<file path="config.mk">
export PLATFORM = sky130hd
export DESIGN_NAME = parking_sensor_frontend
export DESIGN_NICKNAME = d
export VERILOG_FILES = /design/src/rtl/parking_sensor_frontend.sv
export SDC_FILE = /design/constraint.sdc
export NUM_CORES = 1
export LEC_CHECK = 0
export CORE_MARGIN = 2
export CORE_UTILIZATION = 30
export CTS_CLUSTER_DIAMETER = 200
export DETAILED_ROUTE_END_ITERATION = 12
export GPL_ROUTABILITY_DRIVEN = 1
export GPL_TIMING_DRIVEN = 1
export SETUP_SLACK_MARGIN = 0.15
export SLEW_MARGIN = 20
export SYNTH_ARGS = -nofsm -noshare
export SYNTH_HDL_FRONTEND = slang
export SYNTH_SLANG_ARGS = --single-unit
</file>
<file path="constraint.sdc">
create_clock -name clk -period 1.7 [get_ports clk]
set_input_delay 0.34 -clock clk [delete_from_list [all_inputs] [get_ports clk]]
set_output_delay 0.34 -clock clk [all_outputs]
set_load 0.03 [all_outputs]
</file>
<file path="src/rtl/parking_sensor_frontend.sv">
// Debounces the entry/exit beams and turns qualified rising edges into spaced entry/exit pulses, exit first.
// Optional two-flop input synchronizers are enabled by defining PARKING_SENSOR_SYNC_EN.
module parking_sensor_frontend #(
  parameter int DEBOUNCE_CYCLES = 4,
  parameter int GAP_CYCLES      = 3
) (
  input  logic       clk,
  input  logic       reset,
  input  logic       entry_raw,
  input  logic       exit_raw,
  input  logic [1:0] exit_slot_raw,
  output logic       entry_sensor,
  output logic       exit_sensor,
  output logic [1:0] exit_location,
  output logic       pending_entry,
  output logic       pending_exit,
  output logic       dropped
);

  localparam int CW = $clog2(DEBOUNCE_CYCLES);
  localparam int GW = $clog2(GAP_CYCLES + 1);
  localparam logic [CW-1:0] CNT_LAST = CW'(DEBOUNCE_CYCLES - 1);
  localparam logic [GW-1:0] GAP_LAST = GW'(GAP_CYCLES - 1);

  typedef enum logic {IDLE, HOLDOFF} state_t;

  logic       entry_s, exit_s;
  logic [1:0] exit_slot_s;

`ifdef PARKING_SENSOR_SYNC_EN
  logic [1:0] entry_sync_q, exit_sync_q;
  logic [1:0] slot_meta_q, slot_sync_q;

  always_ff @(posedge clk or posedge reset) begin
    if (reset) begin
      entry_sync_q <= '0;
      exit_sync_q  <= '0;
      slot_meta_q  <= '0;
      slot_sync_q  <= '0;
    end else begin
      entry_sync_q <= {entry_sync_q[0], entry_raw};
      exit_sync_q  <= {exit_sync_q[0], exit_raw};
      slot_meta_q  <= exit_slot_raw;
      slot_sync_q  <= slot_meta_q;
    end
  end

  assign entry_s     = entry_sync_q[1];
  assign exit_s      = exit_sync_q[1];
  assign exit_slot_s = slot_sync_q;
`else
  assign entry_s     = entry_raw;
  assign exit_s      = exit_raw;
  assign exit_slot_s = exit_slot_raw;
`endif

  state_t          state_q, state_d;
  logic [GW-1:0]   gap_q, gap_d;
  logic            deb_entry_q, deb_entry_d, deb_exit_q, deb_exit_d;
  logic [CW-1:0]   cnt_entry_q, cnt_entry_d, cnt_exit_q, cnt_exit_d;
  logic [1:0]      slot_q, slot_d, loc_q, loc_d;
  logic            pend_entry_q, pend_entry_d, pend_exit_q, pend_exit_d;
  logic            entry_pulse_q, entry_pulse_d, exit_pulse_q, exit_pulse_d;
  logic            dropped_q, dropped_d;
  logic            rise_entry, rise_exit, issue_entry, issue_exit;

  always_comb begin
    state_d       = state_q;
    gap_d         = gap_q;
    deb_entry_d   = deb_entry_q;
    deb_exit_d    = deb_exit_q;
    cnt_entry_d   = cnt_entry_q;
    cnt_exit_d    = cnt_exit_q;
    slot_d        = slot_q;
    loc_d         = loc_q;
    pend_entry_d  = pend_entry_q;
    pend_exit_d   = pend_exit_q;
    entry_pulse_d = 1'b0;
    exit_pulse_d  = 1'b0;
    dropped_d     = 1'b0;
    rise_entry    = 1'b0;
    rise_exit     = 1'b0;
    issue_entry   = 1'b0;
    issue_exit    = 1'b0;

    if (entry_s == deb_entry_q) begin
      cnt_entry_d = '0;
    end else if (cnt_entry_q == CNT_LAST) begin
      deb_entry_d = entry_s;
      cnt_entry_d = '0;
      rise_entry  = entry_s;
    end else begin
      cnt_entry_d = cnt_entry_q + 1'b1;
    end

    if (exit_s == deb_exit_q) begin
      cnt_exit_d = '0;
    end else if (cnt_exit_q == CNT_LAST) begin
      deb_exit_d = exit_s;
      cnt_exit_d = '0;
      rise_exit  = exit_s;
    end else begin
      cnt_exit_d = cnt_exit_q + 1'b1;
    end

    // gap_q counts HOLDOFF cycles so the next issue lands GAP_CYCLES+1 edges after the last
    case (state_q)
      IDLE: begin
        if (pend_exit_q) begin
          issue_exit   = 1'b1;
          exit_pulse_d = 1'b1;
          loc_d        = slot_q;
          state_d      = HOLDOFF;
          gap_d        = '0;
        end else if (pend_entry_q) begin
          issue_entry   = 1'b1;
          entry_pulse_d = 1'b1;
          state_d       = HOLDOFF;
          gap_d         = '0;
        end
      end
      HOLDOFF: begin
        if (gap_q == GAP_LAST) state_d = IDLE;
        else                   gap_d   = gap_q + 1'b1;
      end
      default: state_d = IDLE;
    endcase

    if (issue_exit)  pend_exit_d  = 1'b0;
    if (issue_entry) pend_entry_d = 1'b0;

    if (rise_exit) begin
      if (pend_exit_q && !issue_exit) begin
        dropped_d = 1'b1;
      end else begin
        pend_exit_d = 1'b1;
        slot_d      = exit_slot_s;
      end
    end
    if (rise_entry) begin
      if (pend_entry_q && !issue_entry) dropped_d    = 1'b1;
      else                              pend_entry_d = 1'b1;
    end
  end

  always_ff @(posedge clk or posedge reset) begin
    if (reset) begin
      state_q       <= IDLE;
      gap_q         <= '0;
      deb_entry_q   <= 1'b0;
      deb_exit_q    <= 1'b0;
      cnt_entry_q   <= '0;
      cnt_exit_q    <= '0;
      slot_q        <= '0;
      loc_q         <= '0;
      pend_entry_q  <= 1'b0;
      pend_exit_q   <= 1'b0;
      entry_pulse_q <= 1'b0;
      exit_pulse_q  <= 1'b0;
      dropped_q     <= 1'b0;
    end else begin
      state_q       <= state_d;
      gap_q         <= gap_d;
      deb_entry_q   <= deb_entry_d;
      deb_exit_q    <= deb_exit_d;
      cnt_entry_q   <= cnt_entry_d;
      cnt_exit_q    <= cnt_exit_d;
      slot_q        <= slot_d;
      loc_q         <= loc_d;
      pend_entry_q  <= pend_entry_d;
      pend_exit_q   <= pend_exit_d;
      entry_pulse_q <= entry_pulse_d;
      exit_pulse_q  <= exit_pulse_d;
      dropped_q     <= dropped_d;
    end
  end

  assign entry_sensor  = entry_pulse_q;
  assign exit_sensor   = exit_pulse_q;
  assign exit_location = loc_q;
  assign pending_entry = pend_entry_q;
  assign pending_exit  = pend_exit_q;
  assign dropped       = dropped_q;

endmodule

</file>
==> reports/results.ini, run 1 <==
[synth]
synth-xor-area-share=0.02303
async_flop_share=1.000
synthSimpleGateAreaFrac=0.1563
synth_area_sq_um=760.7
synth_top_area_cell=dfrtp_1
synthMuxAreaShare=0.1069
synth_cell_types=23
synth_fa_ha_area_frac=0.04934
synth_cells=54
ys_seq_area_frac=0.5921
synth_compound_area_frac=0.05263
syn_nets=63
synth.most_common_cell=dfrtp_1
syn_avg_cell_area_sq_um=14.09
yosysTopAreaCellShare=0.5921
synth-edff-count=0
synth_warnings=0
synthTopCellsByArea=dfrtp_1, mux2_4, ha_1, o21ai_0, nand3b_4
synth_common_cells=dfrtp_1, o21ai_0, inv_1, mux2_4, ha_1
synth_top_family_by_area=simple AND/OR/NAND/NOR gates
synthFlopType=dfrtp_1
ys_ff_latch=18

[clock_network]
cts_inserted_buffers=3
cts_setup_buffers=0
clockBufferDepth=2
clock-sinks=18
cts-root-buf=clkbuf_4
insertion_delay_ns=0.29
cts_resized=7
cts_tree=built
path_clk_slew_ns=0.09
cts_hold_buf=0
htreeDepth=1

[timing]
hold_violations=0
fin_skew_ns=0.002444
fin_tns_setup_ns=0
finalCritPeriodShare=0.8522
slew_headroom=0.7750
tightest_slew_ns=0.3375
max_freq_ghz=0.6903
finalSetupViolCount=0
drv_slew=0
grt_setup_unrepaired=no
fin_crit_ns=1.449

[pwr]
finalPower_mw=1.382
irDropWorstVdd_uv=684.3
p_int_uw=948.7
power.share.clock=0.184
p_comb_frac=0.323
p_sw_frac=0.3137
p_leak_nw=0.5205
power_density_mw_per_mm2=1438
power.share.sequential=0.494
power.switching_uw=433.6

[critical_path]
crit_type=reg -> out
cp_max_fo=5
slowest_stage=dfrtp_1
cp_top_family=flip-flops
cp_num_buf_inv=1
critPathMaxStageDelay_ns=0.41
critical_path_required_ns=1.36
startpoint_type=register
end_kind=output port
crit_arrival_ns=1.11
path_cells=dlygate4sd2_1

[floorplan]
core_sq_mm=0.002432
dieWidth_um=54.36
dieArea_sq_mm=0.002954
pin_count=13
std_cell_rows=18
start_util=0.3128
die_height_um=54.36

[finish]
syn2layout_area_growth_pct=26.32
post-route-util=0.3951
drive_gt1_frac=0.2222
nets=82
diodes=0

[place]
gp_congestion=0.6164
dpl.hpwl_um=809.2
io_buffers=12

[drt]
route.detailed.drc=0
viasPerCell=4.108
vias=419
wl_per_cell_um=10.58
postRouteAntennaNets=0
dr.pass1.iters=1
drt_wl_total_um=1079
drtIter0Drc=0

[global_routing]
grt_usage=0.08839
grt_pass1_vias=387
grt_overflow=0
grt_pass1_wl_um=1766
antenna_found_initial=0
grt_start_max_net_pins=19

[outcome]
status=finished, final reports clean

[job]
cap_violations=0

[worst_hold_path]
hold_class=in -> async

## per-stage QoR
step / hold slack (ns) / area, sq um / cells / worst slack, ns
finish: 0.3531 / 960.9 / 102 / 0.2513
global route: 0.3639 / 960.9 / 102 / 0.1725
CTS: 0.3489 / 960.9 / 102 / 0.2237
detailed placement: 0.4326 / 933.4 / 98 / 0.1313
global placement: 0.4226 / 933.4 / 98 / 0.1492
floorplan: 0.2786 / 760.7 / 54 / 0.4254
## path summary, 6_finish.rpt
| check | start | endpoint | slack [ns] | depth (start not counted) |
|---|---|---|---|---|
| setup / recovery | pending_entry | pending_entry | 0.25 | 1 |
| hold reg to reg | cnt_exit_q[0] | cnt_exit_q[0] | 0.44 | 1 |
| hold / removal | reset | pending_exit | 0.35 | 3 |
| min in group clk | cnt_exit_q[0] | cnt_exit_q[0] | 0.44 | 1 |
| setup reg to reg | cnt_exit_q[0] | slot_q[0] | 0.41 | 4 |
| max in group asynchronous | reset | state_q | 1.16 | 3 |
## per-layer routing
metal  track usage  routed length (um)  vias to the layer above
li1              -                   -                      220
met1        0.1140                 572                      187
met2        0.1265                 437                       10
met3       0.04918                  60                        2
met4       0.02500                   9                        0
met5             0                   0                        -
## power groups by stage
| stage | logic, mW | registers, mW | clock network (mW) |
|---|---|---|---|
| floorplan | 0.278 | 0.743 | 0 |
| CTS | 0.453 | 0.686 | 0.278 |
| finish | 0.446 | 0.683 | 0.254 |
| global placement | 0.464 | 0.689 | 0 |
| detailed placement | 0.473 | 0.697 | 0 |
| global route | 0.496 | 0.703 | 0.300 |
## placed cells by master, fill, tap and decap left out, drive strengths merged
| master | instances |
|---|---|
| nand3b | 1 |
| nor2 | 1 |
| buf | 2 |
| clkbuf | 4 |
| nor3 | 1 |
| nand2b | 2 |
| mux2i | 1 |
| xnor2 | 1 |
| nand2 | 3 |
| o21ai | 6 |
| dlygate4sd2 | 7 |
| nor3b | 2 |
| clkdlybuf4s50 | 5 |
| o22ai | 1 |
| nor2b | 2 |
| and4b | 1 |
| inv | 4 |
| mux2 | 5 |
| ha | 3 |
| and2 | 1 |
| xor2 | 1 |
| dfrtp | 18 |
## registers in the layout, summed over array words and instances (netlist names)
| register | flops |
|---|---|
| cnt_entry_q | 2 |
| cnt_exit_q | 2 |
| deb_entry_q | 1 |
| deb_exit_q | 1 |
| dropped | 1 |
| entry_sensor | 1 |
| exit_location | 2 |
| exit_sensor | 1 |
| gap_q | 2 |
| pending_entry | 1 |
| pending_exit | 1 |
| slot_q | 2 |
| state_q | 1 |
## area by class of cell
class	instances	area [sq um]
inverter	4	15.01
tap	30	37.54
clock buffer	4	36.28
sequential	18	450.4
multi-input combinational	32	295.3
timing repair buffer	14	126.4
fill	255	1471
## kinds of logic after synthesis
group | Yosys count
AOI/OAI and AO/OA | 7
DFF | 18
adders and majority gates | 3
buffers and inverters | 4
xor gates and xnor gates | 2
and+or+nand+nor | 14
muxes | 6
No activity file was read; power rests on OpenSTA's default activity.
==> run 2: changes to the inputs <==
--- a/config.mk
+++ b/config.mk
@@ -12,6 +12,7 @@
 export GPL_ROUTABILITY_DRIVEN = 1
 export GPL_TIMING_DRIVEN = 1
 export SETUP_SLACK_MARGIN = 0.15
+export SKIP_LAST_GASP = 1
 export SLEW_MARGIN = 20
 export SYNTH_ARGS = -nofsm -noshare
 export SYNTH_HDL_FRONTEND = slang
==> results of run 2 <==
Final layout, timing and power as in run 1 (identical DEF).
==> run 3: changes to the inputs <==
--- a/config.mk
+++ b/config.mk
@@ -5,6 +5,7 @@
 export SDC_FILE = /design/constraint.sdc
 export NUM_CORES = 1
 export LEC_CHECK = 0
+export ABC_AREA = 1
 export CORE_MARGIN = 2
 export CORE_UTILIZATION = 30
 export CTS_CLUSTER_DIAMETER = 200
==> run 3 against run 2 <==
Compared with the run above:
- global-route usage up 1.5 points
- power down 11%
- combinational power down 13%
- die area down 3.4%
- utilization up 0.84 points
- final cell count up 18%
- critical endpoint is now pending_exit
- largest cell class unchanged
==> reports/results.ini, run 3 <==
[critical_path]
reg2reg_depth=6
path_cells=dlygate4sd2_1
cp-startpoint=pending_exit
critPathMaxStageDelay_ns=0.43
startpoint_type=register
regToRegEndpoint=gap_q[1]
crit_arrival_ns=1.13
timing.reg2reg.setup_slack_ns=0.61
cp-endpoint=pending_exit
crit_cells=1
critical_path_required_ns=1.36
slowest_stage=dfrtp_1
crit_type=reg -> out
r2r_start=gap_q[0]
cp_num_buf_inv=1
cp_max_fo=6
end_kind=output port
cp_top_family=flip-flops

[synth]
synthMuxAreaShare=0
ys_ff_latch=18
synth_cell_types=12
synth_fa_ha_area_frac=0.05119
synth_top_area_cell=dfrtp_1
synth_compound_area_frac=0.04608
synth_warnings=0
yosysTopAreaCellShare=0.6143
synth_top_family_by_area=simple AND/OR/NAND/NOR gates
syn_nets=85
synth_area_sq_um=733.2
syn_avg_cell_area_sq_um=9.647
synth_common_cells=nand2_1, dfrtp_1, inv_1
synth-xor-area-share=0.02389
synth.most_common_cell=nand2_1
synthFlopType=dfrtp_1
ys_seq_area_frac=0.6143
synthTopCellsByArea=dfrtp_1, nand2_1, ha_1, inv_1, nand3_1
synth-edff-count=0
synth_cells=76
async_flop_share=1.000
synthSimpleGateAreaFrac=0.2133

[floorplan]
dieWidth_um=53.44
start_util=0.3252
pin_count=13
die_height_um=53.44
std_cell_rows=17
core_sq_mm=0.002255
dieArea_sq_mm=0.002855

[drt]
route.detailed.drc=0
postRouteAntennaNets=0
wl_per_cell_um=9.700
viasPerCell=4.267
drtIter0Drc=5
dr.pass1.iters=3
drt_wl_total_um=1164
vias=512

[place]
io_buffers=12
dp_cells=117
gp_congestion=0.6722
placed_area_sq_um=895.9
dpl_worst_slack_ns=0.2586
dpl.hpwl_um=880.5

[clock_network]
htreeDepth=1
cts_tree=built
clock-sinks=18
cts_resized=7
insertion_delay_ns=0.28
path_clk_slew_ns=0.09
cts_setup_buffers=0
cts_hold_buf=0
clockBufferDepth=2
cts_inserted_buffers=3
cts-root-buf=clkbuf_4

[timing]
fin_crit_ns=1.474
hold_violations=0
drv_slew=0
max_freq_ghz=0.6786
fin_tns_setup_ns=0
finalCritPeriodShare=0.8668
finalSetupViolCount=0
fin_skew_ns=0.0007322
grt_setup_unrepaired=no
slew_headroom=0.7999
tightest_slew_ns=0.3013
fin_ws_ns=0.2264

[finish]
post-route-util=0.4034
multi_input_area_sq_um=245.2
mostFrequentLayoutCell=nand2_1
final_cell_count_no_fill=120
syn2layout_area_growth_pct=24.06
final_cell_area_sq_um=909.6
ff_latch_area_sq_um=450.4
fill_cells=255
nets=103
final_cell_mix=nand2_1, dfrtp_1, inv_1
diodes=0
drive_gt1_frac=0.08696

[pwr]
p_leak_nw=0.5123
power_density_mw_per_mm2=1356
irDropWorstVdd_uv=512.1

[global_routing]
grt_usage=0.1034
grt_pass1_wl_um=2007
grt_start_max_net_pins=19
grt_pass1_vias=518
grt_overflow=0
antenna_found_initial=0

[outcome]
status=finished, final reports clean

[job]
cap_violations=0

[worst_hold_path]
hold_class=in -> async

-- run 3: changes by cell type after synthesis, sizes merged, moves of 2 or more --
cell,change
or2,+3
nor2b,-2
mux2,-5
inv,+6
nor3b,-2
nand2,+19
nand2b,-2
nand3,+6
nor2,+5
-- run 3: worst min-delay path by stage --
stage / endpoint / slack, ns / cells past startpoint
5_1_grt: cnt_entry_q[0] / 0.36 / 3
3_3_place_gp: slot_q[0] / 0.46 / 2
3_5_place_dp: exit_location[0] / 0.46 / 2
6_report: cnt_exit_q[0] / 0.36 / 3
2_1_floorplan: cnt_entry_q[0] / 0.28 / 1
4_1_cts: cnt_exit_q[0] / 0.36 / 3
-- run 3: layout make-up --
class,count,area share
Inverter,10,0.04127
Timing Repair Buffer,13,0.1307
Tap cell,28,0.03851
Clock buffer,3,0.02476
Sequential cell,18,0.4952
Multi-Input combinational cell,48,0.2696
-- run 3: stage by stage --
stage	power, mW	hold slack (ns)
6_report	1.233	0.3574
5_1_grt	1.351	0.3645
3_3_place_gp	1.045	0.4592
2_1_floorplan	0.9409	0.2786
4_1_cts	1.258	0.3568
3_5_place_dp	1.066	0.4596
-- run 3: power by group --
| part | total, mW | switching, mW | internal [mW] |
|---|---|---|---|
| clock | 0.202 | 0.119 | 0.0822 |
| combinational | 0.387 | 0.224 | 0.163 |
| sequential | 0.645 | 0.0807 | 0.564 |
| total | 1.23 | 0.424 | 0.809 |
-- run 3: kinds of logic after synthesis --
logic type	after synthesis
AND/OR/NAND/NOR	37
flip-flops	18
buffers and inverters	10
AO/OA/AOI/OAI	6
XOR/XNOR	2
adder cells (fa/ha/maj)	3
-- run 3: per-layer routing --
layer,global-route usage,up-vias,share of wire
li1,-,268,-
met1,0.1093,232,0.45
met2,0.1687,10,0.50
met3,0.02542,2,0.034
met4,0.08974,0,0.023
met5,0,-,0
